### src/rtl/ext_pkg.sv
// Shared types for the immediate-extension pipeline stage.
// Config macro: IMM_EXT_BRSHL2_EN (enables the branch word-offset shift in mode 3).
package ext_pkg;

  localparam int EXT_MODE_W = 2;

  typedef enum logic [EXT_MODE_W-1:0] {
    EXT_ZERO   = 2'd0,
    EXT_SIGN   = 2'd1,
    EXT_UPPER  = 2'd2,
    EXT_BRSHL2 = 2'd3
  } ext_mode_t;

endpackage

### src/rtl/imm_ext_core.sv
// Combinational immediate widener: (imm, mode) -> OUT_W result.
// Config macro: IMM_EXT_BRSHL2_EN. When undefined, mode 3 aliases SIGN and no shifter exists.
module imm_ext_core
  import ext_pkg::*;
#(
  parameter int IN_W  = 16,
  parameter int OUT_W = 32
) (
  input  logic [IN_W-1:0]       imm,
  input  logic [EXT_MODE_W-1:0] mode,
  output logic [OUT_W-1:0]      result
);

  logic [OUT_W-1:0] zext;
  logic [OUT_W-1:0] sext;
  logic [OUT_W-1:0] upper;

  // Size casts handle OUT_W == IN_W without zero-width replications.
  assign zext  = OUT_W'(imm);
  assign sext  = OUT_W'($signed(imm));
  // A shift by the full width yields zero, which is the correct UPPER result when OUT_W == IN_W.
  assign upper = zext << IN_W;

`ifdef IMM_EXT_BRSHL2_EN
  logic [OUT_W-1:0] brshl2;
  assign brshl2 = sext << 2;
`endif

  // Select the extension for the requested mode.
  always_comb begin
    result = zext;
    case (ext_mode_t'(mode))
      EXT_ZERO:   result = zext;
      EXT_SIGN:   result = sext;
      EXT_UPPER:  result = upper;
`ifdef IMM_EXT_BRSHL2_EN
      EXT_BRSHL2: result = brshl2;
`else
      EXT_BRSHL2: result = sext;
`endif
      default:    result = zext;
    endcase
  end

endmodule

### src/rtl/imm_ext_pipe.sv
// Pipelined immediate-extension stage between decode and execute.
// Main register drives the output bus; a skid register absorbs one item while
// execute stalls, so in_ready is purely registered.
// Config macro: IMM_EXT_BRSHL2_EN (passed through to imm_ext_core).
module imm_ext_pipe
  import ext_pkg::*;
#(
  parameter int IN_W  = 16,
  parameter int OUT_W = 32,
  parameter int TAG_W = 5
) (
  input  logic                  clk,
  input  logic                  rst,
  input  logic                  flush,
  input  logic                  in_valid,
  output logic                  in_ready,
  input  logic [IN_W-1:0]       in_imm,
  input  logic [EXT_MODE_W-1:0] in_mode,
  input  logic [TAG_W-1:0]      in_tag,
  output logic                  out_valid,
  input  logic                  out_ready,
  output logic [OUT_W-1:0]      out_data,
  output logic [TAG_W-1:0]      out_tag
);

  logic             main_valid;
  logic [OUT_W-1:0] main_data;
  logic [TAG_W-1:0] main_tag;
  logic             skid_valid;
  logic [OUT_W-1:0] skid_data;
  logic [TAG_W-1:0] skid_tag;

  logic [OUT_W-1:0] ext_result;
  logic             accept;
  logic             main_free;

  imm_ext_core #(
    .IN_W  (IN_W),
    .OUT_W (OUT_W)
  ) u_core (
    .imm    (in_imm),
    .mode   (in_mode),
    .result (ext_result)
  );

  // Handshake terms; main_free means the main register is empty or draining this edge.
  always_comb begin
    accept    = in_valid & ~skid_valid;
    main_free = ~main_valid | out_ready;
  end

  // Main/skid storage. Priority: reset, then flush, then normal flow.
  always_ff @(posedge clk) begin
    if (rst) begin
      main_valid <= 1'b0;
      main_data  <= '0;
      main_tag   <= '0;
      skid_valid <= 1'b0;
      skid_data  <= '0;
      skid_tag   <= '0;
    end else if (flush) begin
      // Any transfer on the bus this cycle still completes downstream; the stage just empties.
      main_valid <= 1'b0;
      skid_valid <= 1'b0;
    end else if (main_free) begin
      if (skid_valid) begin
        // Skid full implies in_ready was low, so no new item competes for main.
        main_valid <= 1'b1;
        main_data  <= skid_data;
        main_tag   <= skid_tag;
        skid_valid <= 1'b0;
      end else if (accept) begin
        main_valid <= 1'b1;
        main_data  <= ext_result;
        main_tag   <= in_tag;
      end else begin
        main_valid <= 1'b0;
      end
    end else if (accept) begin
      skid_valid <= 1'b1;
      skid_data  <= ext_result;
      skid_tag   <= in_tag;
    end
  end

  // Output bus comes straight from registers.
  always_comb begin
    in_ready  = ~skid_valid;
    out_valid = main_valid;
    out_data  = main_data;
    out_tag   = main_tag;
  end

endmodule

### config.mk
export PLATFORM = sky130hd
export DESIGN_NAME = imm_ext_pipe
export DESIGN_NICKNAME = d
export VERILOG_FILES = /design/src/rtl/ext_pkg.sv /design/src/rtl/imm_ext_core.sv /design/src/rtl/imm_ext_pipe.sv
export SDC_FILE = /design/constraint.sdc
export NUM_CORES = 1
export LEC_CHECK = 0
export BUFFER_PORTS_ARGS = -buffer_cell sky130_fd_sc_hd__buf_2
export CORE_AREA = 2 2 82 84
export DETAILED_ROUTE_END_ITERATION = 7
export DIE_AREA = 0 0 84 86
export MAX_ROUTING_LAYER = met4
export PLACE_DENSITY = 0.81
export SLEW_MARGIN = 20
export SYNTH_ARGS = -nofsm -noshare
export SYNTH_HDL_FRONTEND = slang
export SYNTH_SLANG_ARGS = --single-unit
### constraint.sdc
create_clock -name clk -period 1.9 [get_ports clk]
set_input_delay 0.285 -clock clk [delete_from_list [all_inputs] [get_ports clk]]
set_output_delay 0.285 -clock clk [all_outputs]
set_load 0.05 [all_outputs]
==> run summary, run 1 <==
status = finished, final reports clean
Mean Syn Cell Area = 8.968 sq um
Pwr Density = 862.6 nW/um^2
Placeable Area = 6277 sq um
WP data arrival = 1.38 ns
GRT Total Usage = 27.79%
vias = 3437
first-pass GRT wire length = 15820 um
# port buffers = 66
initial core utilization = 58.72%
met3 Resource Use GR = 4.235%
Final min period = 1.669 ns
Mapped Area = 3686 sq um
CTS tree = yes
Boundary Pins = 67
cell area after layout = 4214 sq um
Finished Core Util = 67.13%
Via density = 6.412
ratio of final minimum period to clock period = 87.84%
clk_lat worst skew = 0.36 ns
CP Class = reg -> out
antenna diode count = 0
# H-tree levels = 3
Post-synth EDFFs = 0
Cells after Synth = 411
grt met2 use = 41.02%
max-cap violations = 0
vias in the first global route = 3190
chip width = 84 um
HPWL Detailed = 5817 um
placed cell area = 3999 sq um
Layout area overhead = 14.32%
Synth warnings = 0
Area contributors post-synth = dfxtp_1 (41%), a21oi_1 (8.0%), a211oi_2 (7.5%)
Longest Clk Path Bufs = 2
cell row count = 29
CP Max Fanout = 12
fmax = 599.2 MHz
most common cell after layout, fill and taps aside = dfxtp_1
IR drop worst, VDD = 0.5848 mV
clock slew at reported path FFs = 0.08 ns
total gr overflow = 0
Starting DRT DRC Count = 384
Setup crit start = skid_valid
M1 GR Usage = 37.73%
distinct cell type count after synthesis = 32
synthesized flop and latch total = 76
RSZ-0062 raised after global routing = no
FFs w/ async S/R, synth = 0%
number of buffers created by CTS = 9
syn nets = 439
Post-Route WL = 9548 um
CTS sink count = 76
CTS resizes = 0
cts hold-fix bufs = 0
most frequent cells in the layout = dfxtp_1 (76), buf_2 (66), a21oi_1 (59)
Setup TNS Final = 0 ns
max_slew headroom = 62.15%
sequential area share after synthesis = 41.28%
worst r2r src = skid_valid
HP Class = in -> reg
setup bufs post-CTS = 0
Post-synth top flop = dfxtp_1
Die Footprint = 7224 sq um
crit end category = output pin
worst hold start = in_tag[3]
# setup viols final = 0
share of layout cells above drive strength 1 = 28.32%
Placer Congestion = 0.8951
LEAKAGE = 0.001565 uW
Worst Skew = 0.009977 ns
Final nets = 482
Final Hold Vio Count = 0
Die Y = 86 um
Slew Limit Fails = 0
Remaining DRCs = 0
largest net degree at the start of global routing = 77
GRT busiest layer = met2
dominant cell type by area after synthesis = dfxtp_1
Routed Antenna Nets = 0
Slew @ Worst Pin = 0.5677 ns
initial antenna violation count = 0
Initial DRT Pass Iterations = 5
area share of the largest cell type after synthesis = 41.28%
root buffer cell = clkbuf_8
drt wl/cell = 17.81 um
Critical Path Source Type = register
Critical Path RT = 1.62 ns
## power breakdown
group | switching [uW] | internal [uW] | total [uW]
sequential | 27.4 | 1650 | 1670
combinational | 429 | 171 | 600
clock | 627 | 734 | 1360
## critical path: stages, from the launching register on
cell	delay [ns]
dfxtp_1	0.36
inv_1	0.33
buf_2	0.34
## through the flow
| step | hold slack (ns) | worst slack, ns | cells | power [uW] |
|---|---|---|---|---|
| floorplan | 0.4327 | 0.3049 | 411 | 2157 |
| global placement | 0.4517 | 0.4292 | 520 | 2294 |
| detailed placement | 0.4625 | 0.3983 | 520 | 2304 |
| CTS | 0.1797 | 0.2476 | 536 | 3633 |
| global route | 0.1885 | 0.1761 | 536 | 3744 |
| finish | 0.1774 | 0.2311 | 536 | 3635 |
## flip-flops by register name, summed over array words and instances (netlist names)
register and flops:
out_data 32, out_tag 5, out_valid 1, skid_data 32, skid_tag 5, skid_valid 1
## synthesized netlist by cell type, drive strengths merged, types with 16 or more instances
cell type	n
dfxtp	76
clkbuf	27
inv	17
nand4	16
nor4	16
o21ai	23
buf	24
a211oi	23
and2	18
a31oi	16
nor2	16
a21oi	59
## path summary, 6_finish.rpt
check	endpoint	slack, ns	depth (start not counted)
setup / recovery	in_ready	0.23	2
hold / removal	skid_tag[3]	0.18	3
setup reg to reg	out_data[6]	0.39	4
hold reg to reg	out_data[20]	0.47	2
## layout make-up
class	count	area, sq um
clock buffer	9	123.9
inverter	18	67.56
clock inverter	7	91.34
fill	531	2063
multi-input combinational	266	1843
timing repair buffer	83	470.5
sequential	76	1521
tap	77	96.34
## kinds of logic after synthesis
| group | share of synthesized area, % |
|---|---|
| compound gates | 30.96 |
| simple gates | 17.65 |
| flops | 41.28 |
| buf+inv | 8.758 |
| mux | 1.358 |
## per-layer routing
metal | vias to the layer above | wire length (um)
li1 | 1628 | -
met1 | 1634 | 4316
met2 | 150 | 4387
met3 | 25 | 586
met4 | 0 | 257
met5 | - | 0
No activity file was read; power rests on OpenSTA's default activity.
==> run 2, diff against run 1 <==
--- a/config.mk
+++ b/config.mk
@@ -6,12 +6,13 @@
 export NUM_CORES = 1
 export LEC_CHECK = 0
 export BUFFER_PORTS_ARGS = -buffer_cell sky130_fd_sc_hd__buf_2
-export CORE_AREA = 2 2 82 84
+export CORE_AREA = 2 2 109 111
 export DETAILED_ROUTE_END_ITERATION = 7
-export DIE_AREA = 0 0 84 86
+export DIE_AREA = 0 0 111 113
 export MAX_ROUTING_LAYER = met4
-export PLACE_DENSITY = 0.81
+export PLACE_DENSITY = 0.52
 export SLEW_MARGIN = 20
 export SYNTH_ARGS = -nofsm -noshare
 export SYNTH_HDL_FRONTEND = slang
+export SYNTH_HIERARCHICAL = 1
 export SYNTH_SLANG_ARGS = --single-unit
==> run 2 against run 1 <==
Flip-flop and latch count unchanged; clock power increased by 41%; sequential power about the same; final cell count increased by 7.6%; sequential share of layout area decreased by 3.3 points; critical path depth increased by 1; maximum frequency increased by 4.0%; hold slack improved by 0.016 ns; largest power group is now the clock network.
==> run summary, run 2 <==
antenna diode count = 0 (unchanged)
vias = 2859 (-17%)
dominant cell type by area after synthesis = dfxtp_1
total gr overflow = 0 (unchanged)
max-cap violations = 0 (unchanged)
HPWL Detailed = 6408 um (+10%)
ratio of final minimum period to clock period = 84.46% (-3.4 points)
cts hold-fix bufs = 0 (unchanged)
Critical Path RT = 1.62 ns (about the same)
CP Cell Sequence = buf_12, inv_1, buf_2
FFs w/ async S/R, synth = 0% (unchanged)
# port buffers = 66 (unchanged)
first-pass GRT wire length = 15950 um (+0.78%)
CTS tree = yes
Final min period = 1.605 ns (-0.06416 ns)
largest net degree at the start of global routing = 46 (-40%)
sequential area share after synthesis = 38.85% (-2.4 points)
most frequent cells in the layout = dfxtp_1 (75), mux2i_1 (74), nand2b_1 (74)
Mean Syn Cell Area = 10.36 sq um (+16%)
worst r2r src = skid_valid
RSZ-0062 raised after global routing = no
Slew @ Worst Pin = 0.4136 ns (-0.1541 ns)
setup bufs post-CTS = 0 (unchanged)
CTS resizes = 0 (unchanged)
Finished Core Util = 41.21% (-26 points)
vias in the first global route = 2940 (-7.8%)
syn nets = 406 (-7.5%)
most common cell after layout, fill and taps aside = dfxtp_1
most instantiated cells after synthesis = dfxtp_1 (76), nand2b_1 (75), mux2i_1 (74), a21oi_1 (37), a211oi_2 (30)
Synth warnings = 6 (+6)
Post-synth EDFFs = 0 (unchanged)
placed instance count = 561 (+7.9%)
CP max stage cell = dfxtp_2
drt wl/cell = 17.14 um (-3.8%)
filler cell count = 1107 (+110%)
CP Class = reg -> out
Via density = 4.955 (-23%)
Cells after Synth = 378 (-8.0%)
Top Family by Delay on Critical Path = buffers and inverters
chip width = 111 um (+32%)
clock slew at reported path FFs = 0.06 ns (-0.02 ns)
area share of the largest cell type after synthesis = 38.85% (-2.4 points)
distinct cell type count after synthesis = 23 (-28%)
Slew Limit Fails = 0 (unchanged)
crit end category = output pin
fmax = 623.2 MHz (+4.0%)
Placer Congestion = 0.7244 (-19%)
Die Y = 113 um (+31%)
Initial DRT Pass Iterations = 4 (-1)
Routed Antenna Nets = 0 (unchanged)
IR drop worst, VDD = 0.4542 mV (-22%)
status = finished, final reports clean
WP data arrival = 1.32 ns (-0.06 ns)
Worst Skew = 0.005179 ns (-0.004798 ns)
Comb power frac = 15.8% (-0.7 points)
sequential standard cell area = 1523 sq um (about the same)
P_int = 3133 uW (+23%)
Setup crit start = skid_valid
Remaining DRCs = 0 (unchanged)
share of layout cells above drive strength 1 = 30.41% (+2.1 points)
Mapped Area = 3916 sq um (+6.2%)
CP Max Fanout = 37 (+25)
met2 WL = 4538 um (+3.4%)
area occupied by multi-input gates = 2138 sq um (+16%)
initial antenna violation count = 0 (unchanged)
wl on met1 = 4885 um (+13%)
Setup TNS Final = 0 ns (unchanged)
Clk pwr share = 44.8% (+7.4 points)
max_slew headroom = 72.43% (+10 points)
worst hold start = flush
Post-synth top flop = dfxtp_1
cell row count = 39 (+34%)
initial core utilization = 34.74% (-24 points)
number of buffers created by CTS = 9 (unchanged)
switching share of power = 26.92% (-2.9 points)
register share of total power = 39.5% (-6.6 points)
LEAKAGE = 0.001715 uW (+9.6%)
fin cells = 577 (+7.6%)
Critical Path Source Type = register
Pwr Density = 922.8 nW/um^2 (+7.0%)
Area contributors post-synth = dfxtp_1 (39%), mux2i_1 (19%), nand2b_1 (12%)
crit path buf inv count = 3 (+1)
Placeable Area = 11270 sq um (+80%)
# setup viols final = 0 (unchanged)
root buffer cell = clkbuf_16
CTS sink count = 76 (unchanged)
Final nets = 457 (-5.2%)
GRT Total Usage = 16.76% (-11 points)
clk_lat worst skew = 0.33 ns (-0.03 ns)
Die Footprint = 12540 sq um (+74%)
Post-Route WL = 9890 um (+3.6%)
Psw = 1154 uW (+6.5%)
crit-path max cell delay = 0.41 ns (+0.05 ns)
# H-tree levels = 3 (unchanged)
synthesized flop and latch total = 76 (unchanged)
Boundary Pins = 67 (unchanged)
most common cell in the netlist = dfxtp_1
HP Class = in -> reg
Layout area overhead = 18.63%
Starting DRT DRC Count = 108 (-72%)
top sig layer = met4
Final Hold Vio Count = 0 (unchanged)
Longest Clk Path Bufs = 2 (unchanged)
DR WL met3 = 313 um (-47%)
run 2: changes by cell type in the layout (fill, tap and decap cells not counted), moves of 16 or more:
cell / previous run / this run
nand2b_1: 2 / 74
mux2i_1: 5 / 74
o21ai_0: 23 / 0
a21oi_1: 59 / 37
a31oi_1: 16 / 0
inv_1: 17 / 1
nand4_1: 16 / 0
run 2: power groups by stage:
stage / clock network, uW / registers (uW) / logic [uW]
after floorplan: 0 / 1910 / 328
after global placement: 0 / 1730 / 672
after detailed placement: 0 / 1730 / 680
after CTS: 1950 / 1690 / 682
after global routing: 2020 / 1700 / 726
final: 1920 / 1690 / 676
run 2: worst paths after layout:
| path | end | slack (ns) | cells after the start |
|---|---|---|---|
| max reg2reg | out_data[4] | 0.52 | 4 |
| min | skid_valid | 0.19 | 2 |
| min reg2reg | skid_data[9] | 0.47 | 2 |
| max | in_ready | 0.30 | 3 |
run 2: stage by stage:
stage	setup slack, ns	instance area, sq um	power (uW)	hold WS (ns)
after floorplan	0.2415	3916	2236	0.3635
after global placement	0.4171	4309	2400	0.4575
after CTS	0.2696	4646	4321	0.1909
after detailed placement	0.3908	4309	2407	0.4661
after global routing	0.2287	4646	4443	0.2181
final	0.2953	4646	4287	0.1929
run 2: final cells by class:
cell class              instances  area share, %
clock buffers                  12          5.737
flip-flops and latches         76          32.78
clock inverters                 4          1.508
repair buffers                 77          10.02
inverters                       1        0.08080
multi-input cells             264          46.03
well taps                     143          3.851
run 2: kinds of logic after synthesis:
kind of cell	synth area share [%]
buffers and inverters	6.869
AND/OR/NAND/NOR	16.10
multiplexers	18.91
flip-flops	38.85
AO/OA/AOI/OAI	19.27
run 2: metal layers:
metal  vias to the layer above  global-route usage [%]
met1                      1377                   21.68
li1                       1425                       -
met3                        11                   2.892
met2                        46                   26.46
met4                         0                   6.250
met5                         -                       -
==> run 3, diff against run 2 <==
==> constraint.sdc (replaced) <==
create_clock -name clk -period 1.6 [get_ports clk]
set_input_delay 0.24 -clock clk [delete_from_list [all_inputs] [get_ports clk]]
set_output_delay 0.24 -clock clk [all_outputs]
set_load 0.05 [all_outputs]
==> run 3 against run 2 <==
Final cell count up 0.35%; routed wire length up 1.0%; clock power increased by 6%; via count increased by 0.94%; register-to-register slack got worse by 0.31 ns; combinational power up 19%; final area is 0.51% higher; flip-flop and latch count stayed put; critical path type unchanged; critical endpoint unchanged; highest routed layer unchanged.
==> run summary, run 3 (same netlist as run 2, synthesis figures left out) <==
clk_lat worst skew = 0.34 ns (about the same)
Worst Skew = 0.005909 ns (+0.0007291 ns)
Final nets = 459 (+0.44%)
Starting DRT DRC Count = 94 (-13%)
setup bufs post-CTS = 0 (unchanged)
# H-tree levels = 3 (unchanged)
largest net degree at the start of global routing = 46 (unchanged)
Via density = 4.984 (+0.60%)
total gr overflow = 0 (unchanged)
# setup viols final = 0 (unchanged)
Final Total Pwr = 4858 uW (+13%)
IR drop worst, VDD = 0.6876 mV (+51%)
vias in the first global route = 2894 (-1.6%)
final worst slack = 0.1074 ns (-0.1879 ns)
# port buffers = 66 (unchanged)
Placement Setup Slack = 0.05822 ns (-0.3326 ns)
most frequent cells in the layout = nand2b_1 (75), mux2i_1 (74), dfxtp_1 (74)
Pwr Density = 1040 nW/um^2 (+13%)
Setup TNS Final = 0 ns (unchanged)
Critical Path Source Type = register
Placeable Area = 11270 sq um (unchanged)
RSZ-0062 raised after global routing = no
crit end category = output pin
LEAKAGE = 0.001720 uW (+0.30%)
Final min period = 1.493 ns
number of buffers created by CTS = 9 (unchanged)
CTS tree = yes
antenna diode count = 0 (unchanged)
CP Max Fanout = 22 (-41%)
GRT Total Usage = 17.07% (+0.31 points)
root buffer cell = clkbuf_16
cts hold-fix bufs = 0 (unchanged)
vias = 2886 (+0.94%)
Remaining DRCs = 0 (unchanged)
max_slew headroom = 51.25% (-21 points)
clock slew at reported path FFs = 0.06 ns (about the same)
most common cell after layout, fill and taps aside = nand2b_1
Initial DRT Pass Iterations = 4 (unchanged)
r2r worst-path depth = 5 (+1)
fmax = 670.0 MHz
CTS sink count = 76 (unchanged)
HPWL Detailed = 6519 um (+1.7%)
initial antenna violation count = 0 (unchanged)
placed cell area = 4360 sq um (+1.2%)
Slew Limit Fails = 0 (unchanged)
Post-Route WL = 9991 um (+1.0%)
Boundary Pins = 67 (unchanged)
Final Hold Vio Count = 0 (unchanged)
Die Footprint = 12540 sq um (unchanged)
ratio of final minimum period to clock period = 93.29%
Hold Crit Depth = 2 (unchanged)
filler cell count = 1098 (-0.81%)
initial core utilization = 34.74% (unchanged)
drt wl/cell = 17.26 um (+0.67%)
HP Class = in -> reg
cell area after layout = 4669 sq um (+0.51%)
max-cap violations = 0 (unchanged)
CP Class = reg -> out
Routed Antenna Nets = 0 (unchanged)
cell row count = 39 (unchanged)
chip width = 111 um (unchanged)
Placer Congestion = 0.7365 (+1.7%)
Die Y = 113 um (unchanged)
Slew @ Worst Pin = 0.7313 ns (+0.3177 ns)
share of layout cells above drive strength 1 = 30.28% (-0.14 points)
Longest Clk Path Bufs = 2 (unchanged)
WP data arrival = 1.25 ns (-0.07 ns)
Layout area overhead = 19.23%
Critical Path RT = 1.36 ns (-0.26 ns)
status = finished, final reports clean
first-pass GRT wire length = 16200 um (+1.6%)
## run 3: final timing paths
check                                    from       endpoint  slack (ns)
worst min-delay path                    flush     skid_valid        0.14
worst max-delay path               skid_valid       in_ready        0.11
worst min register to register  skid_data[19]  skid_data[19]        0.47
worst max register to register      out_valid   out_data[20]        0.21
## run 3: critical path, cell delays in order, from the launching register on
cell	delay (ns)
dfxtp_2	0.39
buf_8	0.26
inv_1	0.06
buf_2	0.21
## run 3: metal layers
metal | vias up | routed length (um) | GRT usage [%]
li1 | 1426 | - | -
met1 | 1399 | 4915 | 22.11
met2 | 51 | 4538 | 26.63
met3 | 10 | 437 | 4.981
met4 | 0 | 100 | 3.750
met5 | - | 0 | -
## run 3: where the power goes
part	switching (uW)	internal [uW]	total, uW
sequential	48.2	1970	2010
combinational	529	277	807
clock	772	1270	2040
total	1350	3510	4860
## run 3: through the flow
step,utilization (%),cells,hold WS (ns)
floorplan,-,378,0.3110
global placement,38.68,563,0.4572
detailed placement,38.68,563,0.4629
CTS,41.39,579,0.1290
global route,41.43,579,0.1327
finish,41.43,579,0.1387
## run 3: repair_timing
item                       in CTS  in global routing
pin swaps                       0                  0
setup endpoints to repair       1                  1
resized for setup               1                  1
## run 3: layout make-up
cell class	instances	area, sq um	area share (%)
Inverter	1	3.754	0.08039
Clock buffer	16	301.5	6.458
Tap cell	143	178.9	3.832
Sequential cell	76	1524	32.64
Multi-Input combinational cell	264	2136	45.74
Timing Repair Buffer	79	525.5	11.25
